`src/rtl/stdby_seq_ctrl_pkg.sv`:
```
// Shared state encoding and helpers for the user standby sequencer.
// Encodings are fixed because pwr_ctrl benches decode the state by value.
package stdby_seq_ctrl_pkg;

  typedef enum logic [2:0] {
    S_RUN   = 3'd0,
    S_REQ   = 3'd1,
    S_WAIT  = 3'd2,
    S_SLEEP = 3'd3,
    S_WAKE  = 3'd4,
    S_GUARD = 3'd5
  } state_t;

  localparam logic [7:0] CNT_MAX = 8'hFF;

  function automatic logic [7:0] sat_inc8(input logic [7:0] v);
    return (v == CNT_MAX) ? v : v + 8'd1;
  endfunction

endpackage

```
`src/rtl/btn_debounce.sv`:
```
// Push-button conditioner: 2-FF synchroniser plus stability counter.
// Output level follows the pressed state once it has held 2**DEB_W cycles; rise pulses on press.
module btn_debounce #(
  parameter int DEB_W = 4
) (
  input  logic clk_osc,
  input  logic rst,
  input  logic pin_n,
  output logic level,
  output logic rise
);

  logic [1:0]       sync;
  logic [DEB_W-1:0] cnt;

  always_ff @(posedge clk_osc or negedge rst) begin
    if (!rst) begin
      sync  <= '0;
      cnt   <= '0;
      level <= 1'b0;
      rise  <= 1'b0;
    end else begin
      sync <= {sync[0], ~pin_n};
      rise <= 1'b0;
      // any return to the current level restarts the stability window
      if (sync[1] == level) begin
        cnt <= '0;
      end else if (cnt == '1) begin
        cnt   <= '0;
        level <= sync[1];
        rise  <= sync[1];
      end else begin
        cnt <= cnt + 1'b1;
      end
    end
  end

endmodule

```
`src/rtl/stdby_seq_ctrl.sv`:
```
// User standby sequencer: decides standby entry (button or idle timeout), pulses USERSTDBY,
// confirms via SFLAG, pulses CLRFLAG after wake and holds off new requests for a guard time.
module stdby_seq_ctrl
  import stdby_seq_ctrl_pkg::*;
#(
  parameter int DEB_W  = 4,
  parameter int IDLE_W = 20,
  parameter int ACK_TO = 64,
  parameter int GUARD  = 256
) (
  input  logic       clk_osc,
  input  logic       rst,
  input  logic       stdby_req_n,
  input  logic       activity,
  input  logic       sflag,
  input  logic       clr_err,
  output logic       user_stdby,
  output logic       clr_flag,
  output logic       in_stdby,
  output logic       err,
  output logic [7:0] stdby_cnt
);

  localparam int ACK_W = $clog2(ACK_TO + 1);
  localparam int GRD_W = $clog2(GUARD + 1);
  localparam logic [ACK_W-1:0]  ACK_LAST  = ACK_W'(ACK_TO - 1);
  localparam logic [GRD_W-1:0]  GRD_LOAD  = GRD_W'(GUARD - 1);
  localparam logic [IDLE_W-1:0] IDLE_MAX  = '1;

  state_t            state, state_nxt;
  logic [1:0]        sflag_sync;
  logic              sflag_s;
  logic              deb_lvl, deb_rise, req_evt;
  logic [IDLE_W-1:0] idle;
  logic [ACK_W-1:0]  ack;
  logic [GRD_W-1:0]  guard;
  logic              ack_to;

  btn_debounce #(.DEB_W(DEB_W)) u_deb (
    .clk_osc (clk_osc),
    .rst     (rst),
    .pin_n   (stdby_req_n),
    .level   (deb_lvl),
    .rise    (deb_rise)
  );

  assign req_evt = deb_rise & deb_lvl;
  assign sflag_s = sflag_sync[1];
  // sflag on the last wait cycle counts as an ack, so timeout requires it low
  assign ack_to  = (state == S_WAIT) && !sflag_s && (ack == ACK_LAST);

  always_ff @(posedge clk_osc or negedge rst) begin
    if (!rst) state <= S_RUN;
    else      state <= state_nxt;
  end

  always_comb begin
    state_nxt = state;
    case (state)
      S_RUN:   if (req_evt || (idle == IDLE_MAX && !activity)) state_nxt = S_REQ;
      S_REQ:   state_nxt = S_WAIT;
      S_WAIT:  if (sflag_s) state_nxt = S_SLEEP;
               else if (ack == ACK_LAST) state_nxt = S_RUN;
      S_SLEEP: if (!sflag_s) state_nxt = S_WAKE;
      S_WAKE:  state_nxt = S_GUARD;
      S_GUARD: if (guard == '0) state_nxt = S_RUN;
      default: state_nxt = S_RUN;
    endcase
  end

  always_ff @(posedge clk_osc or negedge rst) begin
    if (!rst) begin
      sflag_sync <= '0;
      idle       <= '0;
      ack        <= '0;
      guard      <= '0;
      user_stdby <= 1'b0;
      clr_flag   <= 1'b0;
      in_stdby   <= 1'b0;
      err        <= 1'b0;
      stdby_cnt  <= '0;
    end else begin
      sflag_sync <= {sflag_sync[0], sflag};
      // outputs decode the next state so they line up with the state register
      user_stdby <= (state_nxt == S_REQ);
      clr_flag   <= (state_nxt == S_WAKE);
      in_stdby   <= (state_nxt == S_SLEEP);
      case (state)
        S_RUN: begin
          if (activity)             idle <= '0;
          else if (idle != IDLE_MAX) idle <= idle + 1'b1;
        end
        S_REQ:   ack <= '0;
        S_WAIT: begin
          ack <= ack + 1'b1;
          if (ack_to) idle <= '0;
        end
        S_WAKE:  guard <= GRD_LOAD;
        S_GUARD: begin
          if (guard == '0) idle  <= '0;
          else             guard <= guard - 1'b1;
        end
        default: ;
      endcase
      if (ack_to)       err <= 1'b1;
      else if (clr_err) err <= 1'b0;
      if (state_nxt == S_WAKE) stdby_cnt <= sat_inc8(stdby_cnt);
    end
  end

endmodule

```
`config.mk`:
```
export PLATFORM = sky130hd
export DESIGN_NAME = stdby_seq_ctrl
export DESIGN_NICKNAME = d
export VERILOG_FILES = /design/src/rtl/stdby_seq_ctrl_pkg.sv /design/src/rtl/btn_debounce.sv /design/src/rtl/stdby_seq_ctrl.sv
export SDC_FILE = /design/constraint.sdc
export NUM_CORES = 1
export LEC_CHECK = 0
export ABC_AREA = 1
export BUFFER_PORTS_ARGS = -buffer_cell sky130_fd_sc_hd__buf_2
export CORE_MARGIN = 5
export CORE_UTILIZATION = 40
export CTS_CLUSTER_SIZE = 14
export DETAILED_ROUTE_END_ITERATION = 10
export PLACE_DENSITY = 0.67
export SYNTH_ARGS = -nofsm -noshare
export SYNTH_HDL_FRONTEND = slang
export SYNTH_SLANG_ARGS = --single-unit
```
`constraint.sdc`:
```
create_clock -name clk_osc -period 2.4 [get_ports clk_osc]
set_clock_uncertainty 0.15 [all_clocks]
set_input_delay 0.48 -clock clk_osc [delete_from_list [all_inputs] [get_ports clk_osc]]
set_output_delay 0.48 -clock clk_osc [all_outputs]
set_load 0.1 [all_outputs]
```
Yosys cells after proc, flatten, opt, wreduce, memory -nomap -nowiden
Cells that the tools add are included.
{"block": "totals", "register_bits": 61, "input_bits": 6}
{"block": "classes", "add_sub_neg": 5, "eq_ne": 18, "muxes": 20, "bitwise": 4, "n_reduce_logical": 16}
{"op": "20-bit two-way mux", "count": 4}
{"op": "20-bit case mux with 3 select lines", "count": 1}
{"op": "20-bit by 1-bit adder with 20-bit output, second input constant", "count": 1}
{"op": "20-bit equality test, second input constant", "count": 1}
{"op": "20-bit inequality test, second input constant", "count": 1}
{"op": "3-bit case mux with 6 select lines", "count": 1}
{"op": "9-bit case mux with 2 select lines", "count": 1}
{"op": "3-bit two-way mux", "count": 5}
{"op": "7-bit case mux with 2 select lines", "count": 1}
{"op": "3-bit by 2-bit equality test with 1-bit output, second input constant", "count": 3}
{"op": "3-bit equality test, second input constant", "count": 3}
{"op": "9-bit zero test", "count": 1}
{"op": "9-bit two-way mux", "count": 1}
{"op": "9-bit by 1-bit subtractor with 9-bit output, second input constant", "count": 1}
{"op": "8-bit by 1-bit adder with 8-bit output, second input constant", "count": 1}
{"op": "8-bit equality test, second input constant", "count": 1}
{"op": "4-bit two-way mux", "count": 2}
{"op": "7-bit by 1-bit adder with 7-bit output, second input constant", "count": 1}
{"op": "7-bit by 6-bit equality test with 1-bit output, second input constant", "count": 1}
{"op": "3-bit by 1-bit equality test with 1-bit output, second input constant", "count": 2}
{"op": "2-bit inequality test, second input constant", "count": 3}
{"op": "2-bit AND reduction", "count": 3}
{"op": "2-bit nonzero test", "count": 3}
{"op": "4-bit by 1-bit adder with 4-bit output, second input constant", "count": 1}
{"op": "other kinds (12)", "count": 20}

Logic depth before layout (Yosys ltp)
{"block": "depth", "depth_word": 7, "ltp_mapped": 12}

By module
Synthesis repeated with hierarchy kept, for this count alone.
{"block": "hier_totals", "cells_unflattened": 447, "hier_area_um2": 3438.3}
{"module": "stdby_seq_ctrl", "n_inst": 1, "cells_per_inst": 413, "area_each_um2": 3113.0, "seq_area_each_um2": 1326.3}
{"module": "btn_debounce", "n_inst": 1, "cells_per_inst": 34, "area_each_um2": 325.3, "seq_area_each_um2": 200.2}

Least setup slack after synthesis
Ideal clock, no wire load.
{"block": "synth_timing", "path_type": "register to register", "start": "register stdby_cnt[0]", "end": "register stdby_cnt[7]", "setup_ns": 0.158, "arrival_ns": 1.962, "path_slack_ns": 0.130, "stages_incl_launch_ff": 9, "n_path_buf": 0, "synth_period_minus_slack_ns": 2.270, "path_cell_list": "dfrtp_1 ha_1 nand3_1 nor2_1 nand3_1 nand2_1 inv_2 nand4_1 xnor2_1"}
{"block": "synth_between", "elab_chain_len": 3}
{"item": "from (decl)", "line": "stdby_seq_ctrl.sv:21", "rtl": "output logic [7:0] stdby_cnt"}
{"item": "from (signal assigned)", "line": "stdby_seq_ctrl.sv:107", "rtl": "if (state_nxt == S_WAKE) stdby_cnt <= sat_inc8(stdby_cnt);"}
{"item": "parallel branches: the longest is 3 deep, another holds 8-bit by 1-bit adder with 8-bit output"}
Parallel ways; which one is timed is not known.
A chain may end at the register's enable or synchronous reset.

Worst setup path after layout
{"block": "layout_timing", "start": "register idle[0]", "end": "register idle[11]"}
{"block": "layout_between", "elab_chain_len": 4}
{"item": "from (decl)", "line": "stdby_seq_ctrl.sv:34", "rtl": "logic [IDLE_W-1:0] idle;"}
{"item": "from (signal assigned)", "line": "stdby_seq_ctrl.sv:91", "rtl": "else if (idle != IDLE_MAX) idle <= idle + 1'b1;"}
{"item": "20-bit by 1-bit adder with 20-bit output", "line": "stdby_seq_ctrl.sv:91"}
{"item": "20-bit two-way mux", "line": "stdby_seq_ctrl.sv:91"}
{"item": "20-bit two-way mux", "line": "stdby_seq_ctrl.sv:90", "rtl": "if (activity) idle <= '0;"}
{"item": "20-bit case mux with 3 select lines", "line": "stdby_seq_ctrl.sv:88", "rtl": "case (state)"}
Parallel ways exist; a longest one is shown, timed or not. The select of a mux whose other input is x is not followed.

==> out/results.ini <==
[status]
status = finished, violations left
violations = hold timing

[drt]
drc_errors = 0
wire_per_inst_um = 12.3
vias = 2749
drt-vias-per-instance = 4.88
drtIter0Drc = 110
postRouteAntennaNets = 0
drtPass1Iterations = 4
finalWirelength_mm = 6.91

[finish]
drive_above_1_share_pct = 17.2
diodes = 0
final_core_util_pct = 46.0
area_growth_pct = 11.2
nNetsFinal = 465
stdcell_area_um2 = 3800

[power_and_ir_drop]
intPower_mw = 2.05
clkPwrFrac_pct = 24.9
sw_frac_of_total_pct = 46.3
powerDensity_nw_per_um2 = 1010
pwr-share-comb_pct = 39.8
power.leakage_nw = 1.74
switching_power_mw = 1.77
peakVddDrop_v = 0.000522
seq_power_share_pct = 35.3

[clocking]
insertion_delay_ns = 0.34
post_cts_resized = 0
h-tree-depth = 3
clk_pin_slew_worst_paths_ns = 0.08
ctsHoldBuffers = 0
tritoncts = built
cts_sinks = 61
numCtsBuffers = 9
cts_max_path_buffers = 2
clockRootBuffer = clkbuf_8
post_cts_buffers = 0

[sta]
fmax_mhz = 504
slew_headroom_pct = 57.6
finalHoldViolCount = 10
setup_viol = 0
maxSlewViolCount = 0
tightest_slew_ns = 0.631
fin_crit_sh_pct = 82.6
holdWs_ns = -0.00791
rsz0062_at_grt = false
tns_ns = 0
final.min_clock_period_ns = 1.98

[worst_setup_path]
worstSetupPathType = reg -> reg
startpoint_type = flop
r2r-start = idle[0]
reg2regPathDepth = 11
arrival_ns = 2.12
end_kind = flop
crit_fanout = 23
cp.required_ns = 2.54
rr_endpoint = idle[11]
ff2ff_setup_slack_ns = 0.42

[floorplanning]
coreArea_um2 = 8260
initial_utilization_pct = 41.3
fp.dieArea_um2 = 10500
rows = 33
die_h_um = 102
fp.dieW_um = 102
pin_count = 18

[synthesis]
yosysSeqAreaShare_pct = 44.7
netlist-cell-type-count = 36
synthTopCellsByArea = dfrtp_1 45%, nand2_1 12%, nor2_1 5.2%
synth_top_area_share_pct = 44.7
synth_top_area_cell = dfrtp_1
synth-async-reset-ratio_pct = 100
synth_edf_count = 0
synth_area_um2 = 3410
yosysWarnings = 0
yosys_most_used_dff = dfrtp_1
syn_area_per_cell_um2 = 7.96
synth_seq_cells = 61
syn-num-nets = 441
netlist_instances = 429

[placed_design]
place_area_um2 = 3590
finalWeightedCongestion = 0.880
io_buffer_count = 17
place_hpwl_mm = 5.16

[worst_hold_path]
hold_path_class = in -> async

[global_route]
grt_first_pass_wirelength_mm = 12.4
antenna_found_initial = 0
grt_pass1_vias = 2784
overflow = 0
grt_max_degree = 26
grtUsageTotal_pct = 15.0

[run]
cap_violations = 0

[cells by family after synthesis]
family / synth area share (%)
flops: 44.7
buf+inv: 8.02
simple gates: 31.9
compound gates: 8.32
xor+xnor: 4.87
fa+ha+maj: 2.20
[synthesized netlist by cell type (7+ instances only)]
cell	instances
dfrtp_1	61
nand3_1	35
o21ai_0	20
nand2_2	12
inv_2	7
o21ai_2	9
xor2_1	11
xnor2_1	8
inv_1	43
nor2_2	7
nand2_1	106
nand4_1	16
nor2_1	47
[flip-flops by register name, summed over array words and instances (netlist names)]
| register | count |
|---|---|
| sflag_sync | 2 |
| u_deb.sync | 2 |
| idle | 20 |
| ack | 7 |
| stdby_cnt | 8 |
| u_deb.cnt | 4 |
| guard | 9 |
| state | 3 |
| clr_flag | 1 |
| err | 1 |
| u_deb.rise | 1 |
| in_stdby | 1 |
| user_stdby | 1 |
| u_deb.level | 1 |
[critical path, cell delays in order, from the launching register on]
cell and delay, ns:
dfrtp_1 0.42, ha_1 0.25, nand2_1 0.10, nor2_2 0.23
nand2_2 0.08, nor2_2 0.11, nand2_2 0.08, nand2_4 0.10
nor2_8 0.08, inv_8 0.16, nand2_1 0.08, nand2_1 0.07
[layout by cell type (no fill, tap or decap), drive strengths merged]
| cell | synthesis | layout |
|---|---|---|
| nand4 | 16 | 16 |
| a22o | 1 | 1 |
| a22oi | 1 | 1 |
| xor2 | 11 | 11 |
| clkinv | 0 | 1 |
| o21bai | 2 | 2 |
| a31oi | 1 | 1 |
| o21ai | 32 | 32 |
| dfrtp | 61 | 61 |
| o22ai | 2 | 2 |
| nor2 | 56 | 56 |
| xnor2 | 8 | 8 |
| a21oi | 5 | 5 |
| inv | 51 | 55 |
| nand2 | 119 | 119 |
| nor3 | 6 | 6 |
| o211ai | 1 | 1 |
| bufinv | 0 | 1 |
| clkbuf | 1 | 9 |
| or2 | 3 | 3 |
| buf | 6 | 20 |
| o31ai | 1 | 1 |
| ha | 6 | 6 |
| clkinvlp | 0 | 1 |
| and2 | 3 | 3 |
| nand3 | 36 | 36 |
[cell type report]
type	instances	area, um2
fill	809	4460
multi-input combinational	310	1610
sequential	61	1530
inverter	51	199
tap	105	131
clock buffer	9	124
timing repair buffer	20	120
clock inverter	7	81.3
[worst max path at each step]
stage                   end    startpoint  slack (ns)  cells after the start
4_1_cts            idle[11]       idle[0]        0.41                     11
5_1_grt            idle[11]       idle[0]        0.23                     11
2_1_floorplan  stdby_cnt[7]  stdby_cnt[0]        0.13                      8
6_report           idle[11]       idle[0]        0.42                     11
3_3_place_gp        idle[1]      activity        0.40                     10
3_5_place_dp       idle[11]      activity        0.38                     10
[metrics by stage]
stage | worst slack [ns] | instances | power (mW) | hold WS [ns]
floorplan | 0.130 | 429 | 2.77 | 0.0344
global placement | 0.398 | 547 | 2.87 | 0.184
detailed placement | 0.377 | 547 | 2.90 | 0.193
CTS | 0.406 | 563 | 3.87 | 0.0108
global route | 0.232 | 563 | 4.09 | 0.0387
finish | 0.418 | 563 | 3.82 | -0.00791
[routing by layer]
metal | vias to the layer above | wire (um) | track usage, %
li1 | 1434 | - | -
met1 | 1261 | 3330 | 20.0
met2 | 41 | 3260 | 24.1
met3 | 13 | 197 | 2.46
met4 | 0 | 127 | 6.56
met5 | - | 0 | 0
[power groups by stage]
stage	sequential [mW]	combinational, mW	clock (mW)
after floorplan	1.59	1.17	0
after global placement	1.36	1.50	0
after detailed placement	1.37	1.54	0
after CTS	1.35	1.54	0.981
after global routing	1.37	1.69	1.03
final	1.35	1.52	0.951
(Power assumes the default switching activity.)
